$ cat config.mk
export PLATFORM = sky130hd
export DESIGN_NAME = button_debounce_combo
export DESIGN_NICKNAME = d
export VERILOG_FILES = /design/src/rtl/button_debounce_combo.sv
export SDC_FILE = /design/constraint.sdc
export NUM_CORES = 1
export LEC_CHECK = 0
export BUFFER_PORTS_ARGS = -buffer_cell sky130_fd_sc_hd__clkbuf_2
export CORE_AREA = 2 2 114 116
export DETAILED_ROUTE_END_ITERATION = 12
export DIE_AREA = 0 0 116 118
export GPL_ROUTABILITY_DRIVEN = 0
export PLACE_DENSITY = 0.56
export REMOVE_ABC_BUFFERS = 1
export SETUP_SLACK_MARGIN = 0.2
export SLEW_MARGIN = 30
export SYNTH_ARGS = -nofsm -noshare
export SYNTH_HDL_FRONTEND = slang
export SYNTH_SLANG_ARGS = --single-unit
$ cat constraint.sdc
create_clock -name clk -period 3.9 [get_ports clk]
set_input_delay 0.78 -clock clk [delete_from_list [all_inputs] [get_ports clk]]
set_output_delay 0.78 -clock clk [all_outputs]
set_load 0.01 [all_outputs]
$ cat src/rtl/button_debounce_combo.sv
// button_debounce_combo: synchronise, debounce and edge-detect active-low pushbuttons,
// with per-channel press/release/hold pulses, toggle latch and an all-buttons combo.
module button_debounce_combo #(
    parameter int NUM_BTNS        = 2,
    parameter int DEBOUNCE_CYCLES = 120000,
    parameter int HOLD_CYCLES     = 12000000
) (
    input  logic                clk,
    input  logic                rst,
    input  logic [NUM_BTNS-1:0] pmod,
    output logic [NUM_BTNS-1:0] btn_state,
    output logic [NUM_BTNS-1:0] btn_press,
    output logic [NUM_BTNS-1:0] btn_release,
    output logic [NUM_BTNS-1:0] btn_hold,
    output logic [NUM_BTNS-1:0] btn_toggle,
    output logic                combo,
    output logic                combo_press
);
    localparam int CW = $clog2(DEBOUNCE_CYCLES);
    localparam int HW = $clog2(HOLD_CYCLES);
    localparam logic [CW-1:0] DB_LAST   = CW'(DEBOUNCE_CYCLES - 1);
    localparam logic [HW-1:0] HOLD_LAST = HW'(HOLD_CYCLES - 1);
    localparam logic [HW-1:0] HOLD_FIRE = HW'(HOLD_CYCLES - 2);

    logic [NUM_BTNS-1:0] sync1, sync2, state_next, hold_fire, rise;
    logic [CW-1:0] cnt [NUM_BTNS];
    logic [CW-1:0] cnt_next [NUM_BTNS];
    logic [HW-1:0] hold_cnt [NUM_BTNS];
    logic [HW-1:0] hold_next [NUM_BTNS];

    // hold counter saturates at HOLD_LAST so the pulse fires once per press
    always_comb begin
        state_next = btn_state;
        hold_fire  = '0;
        for (int i = 0; i < NUM_BTNS; i++) begin
            cnt_next[i]  = '0;
            hold_next[i] = '0;
            if (~sync2[i] != btn_state[i]) begin
                if (cnt[i] == DB_LAST) state_next[i] = ~sync2[i];
                else cnt_next[i] = cnt[i] + CW'(1);
            end
            if (btn_state[i]) begin
                hold_next[i] = (hold_cnt[i] == HOLD_LAST) ? hold_cnt[i] : hold_cnt[i] + HW'(1);
                hold_fire[i] = hold_cnt[i] == HOLD_FIRE;
            end
        end
        rise = state_next & ~btn_state;
    end

    always_ff @(posedge clk or posedge rst) begin
        if (rst) begin
            sync1       <= '1;
            sync2       <= '1;
            btn_state   <= '0;
            btn_press   <= '0;
            btn_release <= '0;
            btn_hold    <= '0;
            btn_toggle  <= '0;
            combo       <= 1'b0;
            combo_press <= 1'b0;
            for (int i = 0; i < NUM_BTNS; i++) begin
                cnt[i]      <= '0;
                hold_cnt[i] <= '0;
            end
        end else begin
            sync1       <= pmod;
            sync2       <= sync1;
            btn_state   <= state_next;
            btn_press   <= rise;
            btn_release <= ~state_next & btn_state;
            btn_hold    <= hold_fire;
            btn_toggle  <= btn_toggle ^ rise;
            combo       <= &state_next;
            combo_press <= (&state_next) & ~combo;
            for (int i = 0; i < NUM_BTNS; i++) begin
                cnt[i]      <= cnt_next[i];
                hold_cnt[i] <= hold_next[i];
            end
        end
    end
endmodule

==> flow_summary.ini, run 1 <==
[logic_synthesis]
synth_area_leaders = dfrtp_1 48%, xnor2_1 4.0%, xor2_1 3.6%
avgSynthCellArea_sq_um = 9.96
synth-main-ff-cell = dfrtp_1
synth_edf_count = 0
ys_seq_area_share_pct = 50.5
ys_async_sr_fraction_pct = 100
yosysMostFrequentCell = dfrtp_1
synth_top_area_share_pct = 48.3
ys_ff_latch = 98
ys.warnings.count = 0
postSynthCellCount = 489
synth_area_leader_cell = dfrtp_1
ys_types = 44
synth_commonest_cells = 94 x dfrtp_1, 46 x nor2_1, 39 x nand2_1, 28 x nand3_1, 24 x a21oi_1
syn_area_sq_um = 4870

[detailed_routing]
wl_met2_microns = 4520
drtPass1Iterations = 5
vias = 3637
top_layer = met4
drt-vias-per-instance = 5.36
routed-wl-met3_microns = 301
dr.first_iter.drc_count = 252
wirelength_microns = 9760
wl_per_cell_microns = 14.4
wl_met1_microns = 4840
remaining_drc_errors = 0
antenna_left = 0

[global_route]
grt_pass1_vias = 3539
antenna_found_initial = 0
grt_max_degree = 81
grt_first_pass_wirelength_microns = 17300
gr-usage-all-layers_pct = 15.7
grt_overflow = 0

[sta]
maxSlewHeadroom_pct = 51.1
fin_skew_ns = 0.00566
worst_slack_ns = 1.80
min_period_ns = 2.10
worstMarginPinSlew_ns = 0.734
hold_slack_ns = 0.359
hold_violations = 0
setup_viol = 0
post-route-period-util_pct = 53.8
max_clock_freq_ghz = 0.477
drv_slew = 0
tns_ns = 0
rsz0062_at_grt = false

[clocking]
cts_resized = 0
clock-root-buffer = clkbuf_16
cts.path.max_buffers = 2
postCtsSetupBuffers = 0
clock_sinks = 98
htreeDepth = 3
cts_hold_buf = 0
clkTransAtPathRegs_ns = 0.07
clk_latency_ns = 0.35
cts_made_buffers = 9
cts_tree = yes

[worst_setup_path]
crit_type = reg -> out
cp_max_fo = 19
critPathArrivalTime_ns = 1.32
cp-end-kind = primary output
required_ns = 3.12
cp_top_family = flip-flops
cp_slowest_cell = dfrtp_1
start_kind = flop
critical_path.max_stage_delay_ns = 0.72
crit_chain = clkbuf_2
path_buf_inv = 1

[pwr]
leakagePower_nw = 2.14
p_per_area_nw_per_um2 = 360
power.internal_mw = 1.52
p_switching_mw = 0.420
pwr-share-clk_pct = 44.7
ir_drop_mv = 0.173
p_seq_share_pct = 53.2
switching_share_pct = 21.7
comb_power_share_pct = 2.1
p_total_mw = 1.94

[layout]
fin_nets = 512
synthToLayoutAreaGrowth_pct = 10.8
drive_gt1_share_pct = 8.88
fillerInstances = 1229
insertedDiodeCount = 0
fin_cells = 679

[place]
hpwl_microns = 6560
dpl_worst_slack_ns = 1.93
numPortBuffers = 15
dp_cells = 663

[die]
core_sq_um = 12400
die_w_microns = 116
num_rows = 41
fp.dieH_microns = 118
start_util_pct = 39.2
die_area_sq_um = 13700
ios = 16

[min_path]
hold_path.class = reg -> reg

[run_status]
status = finished clean

[job]
max-cap-violations = 0
## layer usage
layer,vias to the layer above,global-route usage (%)
li1,1802,-
met1,1769,22.0
met2,57,24.1
met3,9,4.12
met4,0,4.54
met5,-,0
## per-stage QoR
stage	cell area (sq um)	utilization, %
detailed placement	5100	41.1
global route	5400	43.5
CTS	5400	43.5
floorplan	4790	-
global placement	5100	41.1
finish	5400	43.5
## logic make-up (layout without fill, tap and decap cells)
family / count (synthesis) / count (layout) / synth area share, %
muxes: 11 / 11 / 2.26
AOI/OAI and AO/OA: 62 / 62 / 7.38
xor gates and xnor gates: 42 / 42 / 7.56
adders and majority gates: 6 / 6 / 1.54
buffers and inverters: 31 / 49 / 2.80
and+or+nand+nor: 239 / 239 / 28.0
DFF: 98 / 98 / 50.5
## path summary, 6_finish.rpt
path                                 to  slack, ns         start  depth (start not counted)
max                        btn_state[1]       1.80  btn_state[1]                          1
min reg2reg                    sync2[0]       0.36      sync1[0]                          0
max in group asynchronous        cnt[4]       2.71           rst                          3
min                            sync2[0]       0.36      sync1[0]                          0
max reg2reg                hold_cnt[18]       1.93   hold_cnt[0]                          5
min in group asynchronous  hold_cnt[14]       0.53           rst                          2
## area by class of cell
type	instances	area, sq um	area share (%)
flip-flops and latches	98	2460	45.5
inverters	16	65.1	1.21
multi-input cells	360	2270	42.2
clock buffers	13	270	5.01
well taps	172	215	3.99
clock inverters	3	22.5	0.417
repair buffers	17	90.1	1.67
## power groups by stage
stage	combinational (mW)	sequential [mW]	clock (mW)
finish	0.0404	1.03	0.868
global route	0.0484	1.03	0.935
CTS	0.0431	1.03	0.895
detailed placement	0.0428	1.05	0
global placement	0.0421	1.05	0
floorplan	0.0280	1.05	0
## cells in the final DEF (no fill, tap or decap), drive strengths merged, types with 2 or more instances in the layout
cell and n:
or4 11, nand3 30, a211oi 3, nor2 46, a21oi 24, nor3 16, and3 11, o21ai 15
buf 2, a31oi 8, nand2 39, xor2 20, nor4bb 6, o31ai 10, ha 6, or3 10
mux2i 11, nand2b 10, clkinv 4, nor4b 3, and4b 2, clkbuf 28, dfstp 4, nor4 12
xnor2 22, and4 15, nand4 23, inv 15, dfrtp 94
## registers in the layout, indices dropped and copies added, names as in the netlist
| name | cells |
|---|---|
| hold_cnt | 48 |
| cnt | 34 |
| btn_hold | 2 |
| btn_press | 2 |
| btn_release | 2 |
| btn_state | 2 |
| btn_toggle | 2 |
| sync1 | 2 |
| sync2 | 2 |
| combo | 1 |
| combo_press | 1 |
## worst reg2reg max path: cells and delay by family (launching register included)
| kind | cells | cell delay (ns) |
|---|---|---|
| flip-flops | 1 | 0.43 |
| adder cells (fa/ha/maj) | 1 | 0.24 |
| AO/OA/AOI/OAI | 1 | 0.16 |
| AND/OR/NAND/NOR | 3 | 1.05 |
Note: power is estimated with default switching activity, not from simulation.
==> inputs of run 2 (changes only) <==
--- a/config.mk
+++ b/config.mk
@@ -5,10 +5,11 @@
 export SDC_FILE = /design/constraint.sdc
 export NUM_CORES = 1
 export LEC_CHECK = 0
+export ABC_AREA = 1
 export BUFFER_PORTS_ARGS = -buffer_cell sky130_fd_sc_hd__clkbuf_2
-export CORE_AREA = 2 2 114 116
+export CORE_AREA = 2 2 121 123
 export DETAILED_ROUTE_END_ITERATION = 12
-export DIE_AREA = 0 0 116 118
+export DIE_AREA = 0 0 123 125
 export GPL_ROUTABILITY_DRIVEN = 0
 export PLACE_DENSITY = 0.56
 export REMOVE_ABC_BUFFERS = 1
==> constraint.sdc (replaced) <==
create_clock -name clk -period 2.1 [get_ports clk]
set_input_delay 0.42 -clock clk [delete_from_list [all_inputs] [get_ports clk]]
set_output_delay 0.42 -clock clk [all_outputs]
set_load 0.01 [all_outputs]
==> run 2 against run 1 <==
Worst setup slack lost 1.3 ns. Clock skew grew 0.0011 ns. Sequential power grew 85%. Utilization is essentially flat. First-iteration DRC count grew 45%. Die area grew 12%. Critical path depth grew 1. Synthesized cell count grew 54%. Final cell count grew 43%. Clock power grew 110%. Flip-flop and latch count is the same. Sequential share of layout area shrank 5.8 points. Critical endpoint unchanged.
==> flow_summary.ini, run 2 <==
[run_status]
status = finished clean

[clocking]
clock-root-buffer = clkbuf_16
cts_made_buffers = 9
clock_sinks = 98
cts.path.max_buffers = 2
clk_latency_ns = 0.35
cts_tree = yes
postCtsSetupBuffers = 0
cts_resized = 0
htreeDepth = 3
cts_hold_buf = 0
clkTransAtPathRegs_ns = 0.07

[worst_setup_path]
required_ns = 1.68
start_kind = flop
rr_worst_depth = 8
rr_startpoint = hold_cnt[25]
crit_chain = buf_4, clkbuf_2
path_buf_inv = 2
crit_start = btn_state[1]
path_depth = 2
crit_type = reg -> out
cp_max_fo = 25
cp_top_family = buffers and inverters
critPathArrivalTime_ns = 1.20
cp-end-kind = primary output
critical_path.max_stage_delay_ns = 0.36
cp_slowest_cell = dfrtp_1

[sta]
hold_violations = 0
tns_ns = 0
min_period_ns = 1.62
setup_viol = 0
drv_slew = 0
worst_slack_ns = 0.480
maxSlewHeadroom_pct = 66.5
post-route-period-util_pct = 77.1
worstMarginPinSlew_ns = 0.499
fin_skew_ns = 0.00673
rsz0062_at_grt = false
max_clock_freq_ghz = 0.617

[detailed_routing]
wl_per_cell_microns = 12.5
dr.first_iter.drc_count = 366
antenna_left = 0
drt-vias-per-instance = 4.85
vias = 4693
remaining_drc_errors = 0
drtPass1Iterations = 5
wirelength_microns = 12100

[layout]
largest-register = hold_cnt
largest_register_ffs = 48
ff_latch_area_sq_um = 2460
fillerInstances = 1428
drive_gt1_share_pct = 10.5
top_regs = hold_cnt (48), cnt (34)
final_common_cell = nand2_1
fin_util_pct = 43.5
synthToLayoutAreaGrowth_pct = 12.0
multiInputGateArea_sq_um = 2640
fin_nets = 789
insertedDiodeCount = 0
final_cell_mix = 183 x nand2_1, 144 x nor2_1, 102 x inv_1
fin_cells = 968

[logic_synthesis]
synth_compound_area_share_pct = 3.36
synth_top_family_by_area = simple AND/OR/NAND/NOR gates
ys_async_sr_fraction_pct = 100
synth-main-ff-cell = dfrtp_1
ys_ff_latch = 98
syn_area_sq_um = 5520
ys_seq_area_share_pct = 44.5
synth_top_area_share_pct = 42.6
yosysMostFrequentCell = nand2_1
synth_commonest_cells = 183 x nand2_1, 144 x nor2_1, 103 x inv_1, 94 x dfrtp_1, 63 x nand3_1
synth_area_leader_cell = dfrtp_1
postSynthCellCount = 752
ys.warnings.count = 0
synthAdderAreaFrac_pct = 1.36
synth_edf_count = 0
ys_types = 35
synth_area_leaders = dfrtp_1 43%, nand2_1 12%, nor2_1 9.8%
synthMuxAreaShare_pct = 0
synthSimpleGateAreaFrac_pct = 40.6
avgSynthCellArea_sq_um = 7.34
yosys.area_share.xor_xnor_pct = 2.54

[min_path]
hold_path.class = in -> async

[place]
hpwl_microns = 8880
dpl_worst_slack_ns = 0.502
dp_cells = 952
numPortBuffers = 15

[pwr]
p_total_mw = 3.79
leakagePower_nw = 2.88
p_per_area_nw_per_um2 = 614
ir_drop_mv = 0.419

[die]
ios = 16
fp.dieH_microns = 125
die_area_sq_um = 15400
die_w_microns = 123
core_sq_um = 14200
num_rows = 44
start_util_pct = 38.9

[global_route]
grt_first_pass_wirelength_microns = 21500
grt_max_degree = 39
grt_pass1_vias = 4647
gr-usage-all-layers_pct = 17.3
grt_overflow = 0
antenna_found_initial = 0

[job]
max-cap-violations = 0
run 2: cell count changes after synthesis, sizes merged, moves of 15 or more:
| cell | delta |
|---|---|
| nand2 | +149 |
| nor2 | +112 |
| inv | +89 |
| nand3 | +37 |
| xnor2 | -19 |
| and4 | -15 |
| nor3 | +15 |
run 2: path summary, 6_finish.rpt:
kind / endpoint / slack (ns)
max in group asynchronous: hold_cnt[31] / 1.44
min: btn_toggle[1] / 0.08
min in group clk: sync1[0] / 0.14
max: btn_state[1] / 0.48
max reg2reg: hold_cnt[32] / 0.48
min reg2reg: sync2[1] / 0.36
run 2: logic make-up after synthesis:
family | after synthesis
AO/OA/AOI/OAI | 34
flip-flops | 98
adder cells (fa/ha/maj) | 6
buffers and inverters | 110
AND/OR/NAND/NOR | 488
XOR/XNOR | 16
run 2: through the flow:
step | hold WS (ns) | cell area [sq um]
2_1_floorplan | 0.345 | 5490
3_3_place_gp | 0.347 | 5860
3_5_place_dp | 0.348 | 5860
4_1_cts | 0.0947 | 6180
5_1_grt | 0.128 | 6180
6_report | 0.0802 | 6180
run 2: layout make-up:
cell class,instances,area share (%)
clock buffer,10,3.71
clock inverter,6,1.48
inverter,104,6.36
multi-input combinational,544,42.7
sequential,98,39.8
tap,184,3.73
timing repair buffer,22,2.27
run 2: power by group:
group          internal [mW]  switching [mW]  total [mW]
Combinational         0.0229          0.0624      0.0854
Sequential              1.90         0.00918        1.91
Clock                   1.05           0.748        1.79
run 2: metal layers:
metal / GRT usage, % / up-vias / part of all wire (%)
li1: - / 2425 / -
met1: 24.2 / 2158 / 49
met2: 26.5 / 88 / 45
met3: 2.97 / 22 / 3.8
met4: 6.89 / 0 / 1.7
met5: 0 / - / 0
